**src/rtl/spi_ram_pkg.sv**
```systemverilog
// Shared types and helpers for the SPI command-decoding RAM.
//   cmd_t     : 2-bit command carried in the top bits of each rx word
//   ram_aw    : index width needed to address a DEPTH-word array
//   next_addr : post-increment with wrap to 0 at DEPTH
package spi_ram_pkg;

  typedef enum logic [1:0] {
    CMD_WR_ADDR = 2'b00,
    CMD_WR_DATA = 2'b01,
    CMD_RD_ADDR = 2'b10,
    CMD_RD_DATA = 2'b11
  } cmd_t;

  function automatic int unsigned ram_aw(input int unsigned depth);
    return (depth > 1) ? $clog2(depth) : 1;
  endfunction

  // Any pointer at or beyond DEPTH-1 (including an out-of-range one) wraps to 0.
  function automatic int unsigned next_addr(input int unsigned addr,
                                            input int unsigned depth);
    return ((addr + 1) >= depth) ? 0 : addr + 1;
  endfunction

endpackage

```
**src/rtl/spi_ram_ctrl_p_ram_core.sv**
```systemverilog
// Single-port-write / registered-read word RAM, no array reset.
//   clk     : clock
//   wr_en   : write strobe, wr_addr/wr_data written at posedge
//   rd_en   : read strobe, rd_data loads mem[rd_addr] at posedge
//   rd_data : registered read data, holds when rd_en is low
// Same-address write and read in one cycle returns the write data.
module ram_core
  import spi_ram_pkg::*;
#(
  parameter int unsigned DATA_W = 8,
  parameter int unsigned DEPTH  = 256,
  localparam int unsigned AW    = ram_aw(DEPTH)
) (
  input  logic              clk,
  input  logic              wr_en,
  input  logic [AW-1:0]     wr_addr,
  input  logic [DATA_W-1:0] wr_data,
  input  logic              rd_en,
  input  logic [AW-1:0]     rd_addr,
  output logic [DATA_W-1:0] rd_data
);

  logic [DATA_W-1:0] mem [DEPTH];
  logic [DATA_W-1:0] rd_data_q;
  logic [DATA_W-1:0] rd_data_d;

  always_comb begin
    rd_data_d = rd_data_q;
    if (rd_en) begin
      if (wr_en && (wr_addr == rd_addr)) begin
        rd_data_d = wr_data;
      end else begin
        rd_data_d = mem[rd_addr];
      end
    end
  end

  always_ff @(posedge clk) begin
    if (wr_en) begin
      mem[wr_addr] <= wr_data;
    end
    rd_data_q <= rd_data_d;
  end

  assign rd_data = rd_data_q;

endmodule

```
**src/rtl/spi_ram_ctrl_p.sv**
```systemverilog
// Command-decoding RAM behind the SPI slave.
//   clk      : clock, all logic on posedge
//   rst      : synchronous active-high reset (memory contents kept)
//   rx_valid : qualifies din
//   din      : {cmd[1:0], payload[DATA_W-1:0]}
//   dout     : read data, valid while tx_valid is high, held otherwise
//   tx_valid : one-cycle strobe per accepted RD_DATA
//   addr_err : one-cycle strobe when WR_DATA/RD_DATA addresses >= DEPTH
// RD_DATA sampled at edge N: RAM read at N, dout/tx_valid updated at N+1.
module spi_ram_ctrl_p
  import spi_ram_pkg::*;
#(
  parameter int unsigned DATA_W   = 8,
  parameter int unsigned ADDR_W   = 8,
  parameter int unsigned DEPTH    = 256,
  parameter int unsigned AUTO_INC = 0
) (
  input  logic              clk,
  input  logic              rst,
  input  logic              rx_valid,
  input  logic [DATA_W+1:0] din,
  output logic [DATA_W-1:0] dout,
  output logic              tx_valid,
  output logic              addr_err
);

  localparam int unsigned     RAM_AW  = ram_aw(DEPTH);
  localparam logic [ADDR_W:0] DEPTH_L = (ADDR_W + 1)'(DEPTH);

  if (ADDR_W > DATA_W) begin : g_err_addr_w
    $error("spi_ram_ctrl_p: ADDR_W (%0d) must not exceed DATA_W (%0d)", ADDR_W, DATA_W);
  end
  if ((DEPTH < 1) || (DEPTH > (1 << ADDR_W))) begin : g_err_depth
    $error("spi_ram_ctrl_p: DEPTH (%0d) must be in 1..2**ADDR_W", DEPTH);
  end

  cmd_t              cmd;
  logic [DATA_W-1:0] payload;
  logic              wr_in_range;
  logic              rd_in_range;

  logic [ADDR_W-1:0] wr_addr_q, wr_addr_d;
  logic [ADDR_W-1:0] rd_addr_q, rd_addr_d;
  logic              rd_pend_q, rd_pend_d;
  logic              rd_err_q,  rd_err_d;
  logic [DATA_W-1:0] dout_q,    dout_d;
  logic              tx_valid_q, tx_valid_d;
  logic              addr_err_q, addr_err_d;

  logic              ram_wr_en;
  logic              ram_rd_en;
  logic [DATA_W-1:0] ram_rd_data;

  assign cmd         = cmd_t'(din[DATA_W+1:DATA_W]);
  assign payload     = din[DATA_W-1:0];
  assign wr_in_range = ({1'b0, wr_addr_q} < DEPTH_L);
  assign rd_in_range = ({1'b0, rd_addr_q} < DEPTH_L);

  always_comb begin
    wr_addr_d  = wr_addr_q;
    rd_addr_d  = rd_addr_q;
    rd_pend_d  = 1'b0;
    rd_err_d   = 1'b0;
    addr_err_d = 1'b0;
    ram_wr_en  = 1'b0;
    ram_rd_en  = 1'b0;
    // Second pipeline stage: present the RAM read (or zero for a bad address).
    tx_valid_d = rd_pend_q;
    dout_d     = dout_q;
    if (rd_pend_q) begin
      dout_d = rd_err_q ? '0 : ram_rd_data;
    end

    if (rx_valid) begin
      case (cmd)
        CMD_WR_ADDR: wr_addr_d = payload[ADDR_W-1:0];
        CMD_WR_DATA: begin
          ram_wr_en  = wr_in_range;
          addr_err_d = !wr_in_range;
          if (AUTO_INC != 0) begin
            wr_addr_d = ADDR_W'(next_addr(32'(wr_addr_q), DEPTH));
          end
        end
        CMD_RD_ADDR: rd_addr_d = payload[ADDR_W-1:0];
        CMD_RD_DATA: begin
          ram_rd_en  = rd_in_range;
          rd_pend_d  = 1'b1;
          rd_err_d   = !rd_in_range;
          addr_err_d = !rd_in_range;
          if (AUTO_INC != 0) begin
            rd_addr_d = ADDR_W'(next_addr(32'(rd_addr_q), DEPTH));
          end
        end
      endcase
    end
  end

  always_ff @(posedge clk) begin
    if (rst) begin
      wr_addr_q  <= '0;
      rd_addr_q  <= '0;
      rd_pend_q  <= 1'b0;
      rd_err_q   <= 1'b0;
      dout_q     <= '0;
      tx_valid_q <= 1'b0;
      addr_err_q <= 1'b0;
    end else begin
      wr_addr_q  <= wr_addr_d;
      rd_addr_q  <= rd_addr_d;
      rd_pend_q  <= rd_pend_d;
      rd_err_q   <= rd_err_d;
      dout_q     <= dout_d;
      tx_valid_q <= tx_valid_d;
      addr_err_q <= addr_err_d;
    end
  end

  ram_core #(
    .DATA_W(DATA_W),
    .DEPTH (DEPTH)
  ) u_ram (
    .clk    (clk),
    .wr_en  (ram_wr_en),
    .wr_addr(wr_addr_q[RAM_AW-1:0]),
    .wr_data(payload),
    .rd_en  (ram_rd_en),
    .rd_addr(rd_addr_q[RAM_AW-1:0]),
    .rd_data(ram_rd_data)
  );

  assign dout     = dout_q;
  assign tx_valid = tx_valid_q;
  assign addr_err = addr_err_q;

endmodule

```
**config.mk**
```make
export PLATFORM = sky130hd
export DESIGN_NAME = spi_ram_ctrl_p
export DESIGN_NICKNAME = d
export VERILOG_FILES = /design/src/rtl/spi_ram_pkg.sv /design/src/rtl/spi_ram_ctrl_p_ram_core.sv /design/src/rtl/spi_ram_ctrl_p.sv
export SDC_FILE = /design/constraint.sdc
export NUM_CORES = 2
export LEC_CHECK = 0
export ABC_AREA = 0
export CORE_MARGIN = 4
export CORE_UTILIZATION = 60
export CTS_CLUSTER_SIZE = 14
export DETAILED_ROUTE_END_ITERATION = 8
export PLACE_DENSITY = 0.81
export SYNTH_ARGS = -nofsm -noshare
export SYNTH_HDL_FRONTEND = slang
export SYNTH_SLANG_ARGS = --single-unit
export TNS_END_PERCENT = 30
```
**constraint.sdc**
```tcl
create_clock -name clk -period 6.2 [get_ports clk]
set_clock_uncertainty 0.05 [all_clocks]
set_input_delay 1.55 -clock clk [delete_from_list [all_inputs] [get_ports clk]]
set_output_delay 1.55 -clock clk [all_outputs]
set_load 0.05 [all_outputs]
```
==> Yosys cells after proc, flatten, opt, wreduce, memory -nomap -nowiden <==
Memory sizes are Yosys's and may differ from the RTL's. A register that Yosys moved wholly into a read port is not among the register bits.
Index checks and enable logic that the tools add are counted.
{ "totals": {"register_bits": 26, "ram_bits": 2048, "memories": 1} }
{ "memory_table": {"columns": ["name", "depth", "width", "read_ports", "rd_ports_with_merged_regs", "wr", "line", "rtl"], "rows": [
  ["u_ram.mem", 256, 8, 1, 1, 1, "spi_ram_ctrl_p_ram_core.sv:23", "logic [DATA_W-1:0] mem [DEPTH];"]
]} }
{ "op_classes": {"eq_ne": 3, "n_mux": 6, "reduce_logical": 3} }
{ "ops": {"columns": ["op", "count"], "rows": [
  ["1-bit 2-to-1 mux", 6],
  ["2-bit == test (second input constant)", 2],
  ["2-bit AND reduction", 2],
  ["2-bit by 1-bit == test with 1-bit output (second input constant)", 1],
  ["2-bit zero test", 1]
]} }

==> Depth between registers and ports, before layout <==
{ "logic_depth": {"depth_word": 5, "ltp_mapped": 11} }

==> By module <==
Synthesis repeated with hierarchy kept, for this count alone.
{ "unflattened": {"cells_unflattened": 4106, "area_unflattened_um2": 80883.8} }
{ "by_module_without_submodules": {"columns": ["module", "n_inst", "cells_per_inst", "area_per_inst_um2", "seq_area_each_um2"], "rows": [
  ["ram_core", 1, 4007, 79832.8, 61739.2],
  ["spi_ram_ctrl_p", 1, 99, 1051.0, 520.5]
]} }

==> Worst setup path before layout <==
OpenSTA, ideal clock, no wires.
{ "synth_path": {"kind": "input port to flip-flop", "from": "in din[9]", "to": "mem u_ram.mem[160][0], enable pin", "t_arrival_ps": 2978, "setup_slack_ps": 2802, "stages": 6, "cell_sequence": "clkbuf_1 nor2_1 clkbuf_1 nand3_1 clkbuf_1 nor2_1"} }
{ "synth_between": {"elab_chain_len": 5} }
{ "synth_lines": {"columns": ["item", "line", "rtl"], "rows": [
  ["from (decl)", "spi_ram_ctrl_p.sv:21", "input logic [DATA_W+1:0] din,"],
  ["2-bit by 1-bit == test with 1-bit output", null, null],
  ["1-bit 2-to-1 mux", "spi_ram_ctrl_p.sv:75", "case (cmd)"],
  ["1-bit 2-to-1 mux", "spi_ram_ctrl_p.sv:74", "if (rx_valid) begin"],
  ["1-bit 2-to-1 mux", "spi_ram_ctrl_p_ram_core.sv:39", "if (wr_en) begin"],
  ["1-bit 2-to-1 mux (implied by the code)", "spi_ram_ctrl_p_ram_core.sv:40", "mem[wr_addr] <= wr_data;"],
  ["to (decl)", "spi_ram_ctrl_p_ram_core.sv:23", null]
]} }
Every way passes these cells.

==> metrics.csv <==
metric;value;unit
Comb pwr share;3.6;%
Die W;375;µm
RSZ-0062 raised after global routing;no;
First-pass DRT Iterations;7;
Least-Margin Pin Slew;1280;ps
Netlist Area Pre-Place;0.0809;mm²
sequential-to-total area share from yosys stat;77.0;%
Reg power frac;55.1;%
Worst Hold Launch;u_ram.rd_data[2];
Starting Density;60.5;%
TritonCTS Buffers;193;
WL/cell;34.6;µm
vias in the first global route;41600;
I/O Buffers;21;
reg2reg path depth;8;
Routed Antenna Nets;0;
post-synthesis net count;3967;
pwr/cell area;316;mW/mm²
CP peak stage delay;900;ps
routed wire length;206;mm
IO Count;23;
CTS Hold Bufs;0;
CP delay by family, top;simple AND/OR/NAND/NOR gates;
max-slew violation count;0;
H-tree levels;4;
Final min period;4500;ps
Cell Rows;134;
crit path max-delay cell type;nor4_1;
vias;42600;
post-CTS setup buffer count;0;
DRT iter0 DRCs;7882;
Setup-failing EPs final;0;
Critical Path AT;4950;ps
full die area;0.141;mm²
synth unique cells;63;
Core ar.;0.134;mm²
clock share of power;41.3;%
CTS Buffer Depth;3;
TritonCTS clock tree;built;
Die H;375;µm
fraction of layout cells with a size suffix above 1;20.0;%
Hold Path Class;reg -> reg;
FF-to-FF setup slack;1700;ps
relative slew slack;14.3;%
first-pass GRT wire length;299;mm
post-DR vias/cell;7.17;
Avg Cell Area, Syn;20.5;µm²
Worst setup SP type;flip-flop;
max-cap viol count;0;
total power draw;28.1;mW
final core utilization;66.5;%
worst reg2reg path startpoint;rd_addr_q[2];
root buffer cell;clkbuf_16;
placed cells;5578;
internal power;22.1;mW
hold endpoint;dout[2];
Fin. Hold Viols;0;
initial antenna violation count;4;
switching share of total power;21.3;%
fmax;0.222;GHz
synthesized flop and latch total;2082;
Cell Chain, Critical Path;nand2b_2, buf_4, buf_4, nor2_1, a2111oi_0, nor3_1, nor4_1, nor3_1;
post_cts resized;0;
Crit Path Max Fanout;28;
area delta synth->final;9.86;%
Synth async-reset ratio;0;%
WHS Path Cells;2;
number of synthesized flops with an enable pin;2056;
GRT Util Overall;29.4;%
result of the run;finished, final reports clean;
Clock transition at path regs;60;ps
yosys warns;0;
largest net degree at the start of global routing;134;
Skew-Pair Late Insertion Delay;850;ps
Post-Synthesis Cells;3954;
detailed-placement wirelength estimate;116;mm
Tcrit/Tclk final;72.5;%
Placer Congestion;0.912;
Synth Flop Type;edfxtp_1;
critical path required time;6650;ps
DRC Markers;0;
Setup crit end kind;flip-flop;
switching power;5.98;mW
Max VDD drop;280;µV
Layout Nets;4018;
Crit Path Class;reg -> reg;
Overflow after GRT;0;
Non-Filler Instances;5937;
R2R Path End;u_ram.rd_data[7];
CP bufs+invs;2;
leak pwr;26.4;nW
setup_tns;0;ps
clock sinks;2082;
worst register-to-register path: stages, from the launching register on:
cell and delay [ps]:
dfxtp_4 680, nand2b_2 640, buf_4 400, buf_4 340, nor2_1 120, a2111oi_0 520
nor3_1 160, nor4_1 900, nor3_1 330
placed cells by master (no fill, tap or decap), types with 18 or more instances in the layout:
cell | Yosys | final
mux4_2 | 416 | 416
mux2i_1 | 214 | 214
edfxtp_1 | 2056 | 2056
a211o_1 | 18 | 18
mux2_2 | 23 | 23
o221ai_1 | 38 | 38
o21ai_0 | 32 | 32
nand2_1 | 62 | 62
clkbuf_16 | 0 | 195
nor2_1 | 337 | 335
clkinv_2 | 0 | 37
clkbuf_1 | 109 | 35
buf_4 | 26 | 72
a22oi_1 | 124 | 124
a21oi_1 | 92 | 92
a211oi_1 | 18 | 18
o22ai_1 | 28 | 28
nand3_1 | 28 | 28
dfxtp_1 | 26 | 21
clkinv_1 | 1 | 54
state kept, by name, indices dropped and copies added, names as in the netlist:
| name | count |
|---|---|
| rd_pend_q | 1 |
| wr_addr_q | 8 |
| tx_valid | 1 |
| u_ram.mem | 2048 |
| rd_addr_q | 8 |
| u_ram.rd_data | 8 |
| dout | 8 |
logic make-up after synthesis:
family | after synthesis | synth area share [%]
other | 1 | 0.00464
muxes | 653 | 14.5
AOI/OAI and AO/OA | 444 | 3.87
buffers and inverters | 255 | 1.87
and+or+nand+nor | 519 | 2.76
DFF | 2082 | 77.0
metal layers:
metal,share of wire (%),track usage [%]
met1,35,41.2
met2,46,44.5
met3,14,8.93
met4,4.6,11.4
met5,0.018,0
area by class of cell:
cell class	instances	area, µm²
clock inverter	127	1130
timing repair buffer	107	1060
inverter	4	15.0
clock buffer	230	5010
tap	1768	2210
multi-input combinational	1617	17200
sequential	2082	62300
fill	7826	44700
antenna	2	5.00
how the worst max path moves through the flow:
stage / from / end / slack (ps) / cells after the start
detailed placement: din[8] / u_ram.mem[4][5] / 1710 / 6
global placement: din[8] / u_ram.mem[89][0] / 1740 / 6
floorplan: din[9] / u_ram.mem[160][0] / 2800 / 6
global route: rd_addr_q[0] / u_ram.rd_data[7] / 1760 / 7
finish: rd_addr_q[2] / u_ram.rd_data[7] / 1700 / 8
CTS: rd_addr_q[0] / u_ram.rd_data[7] / 1880 / 7
Yosys cell counts (27+ instances only):
cell / instances / area [µm²]
a22oi_1: 124 / 931
mux4_2: 416 / 9370
o221ai_1: 38 / 333
buf_2: 68 / 340
a21oi_1: 92 / 460
nand2_1: 62 / 233
o22ai_1: 28 / 175
clkbuf_1: 109 / 409
nand3_1: 28 / 140
edfxtp_1: 2056 / 61700
o21ai_0: 32 / 160
mux2i_1: 214 / 2140
nor2_1: 337 / 1260
buf_6: 27 / 304
per-stage QoR:
stage               hold slack [ps]  setup slack (ps)  area [µm²]
finish                          449              1700       88900
global route                    492              1760       88900
CTS                             455              1880       88900
detailed placement              429              1710       82700
global placement                412              1740       82700
floorplan                       407              2800       80900
power groups by stage:
stage               registers, mW  logic, mW  clock network (mW)
floorplan                    15.8      0.489                   0
global placement             15.8      0.946                   0
detailed placement           15.8      0.967                   0
CTS                          15.5      0.981                11.7
global route                 15.5       1.04                12.3
finish                       15.5       1.00                11.6
Power figures use the tool's default switching activity.
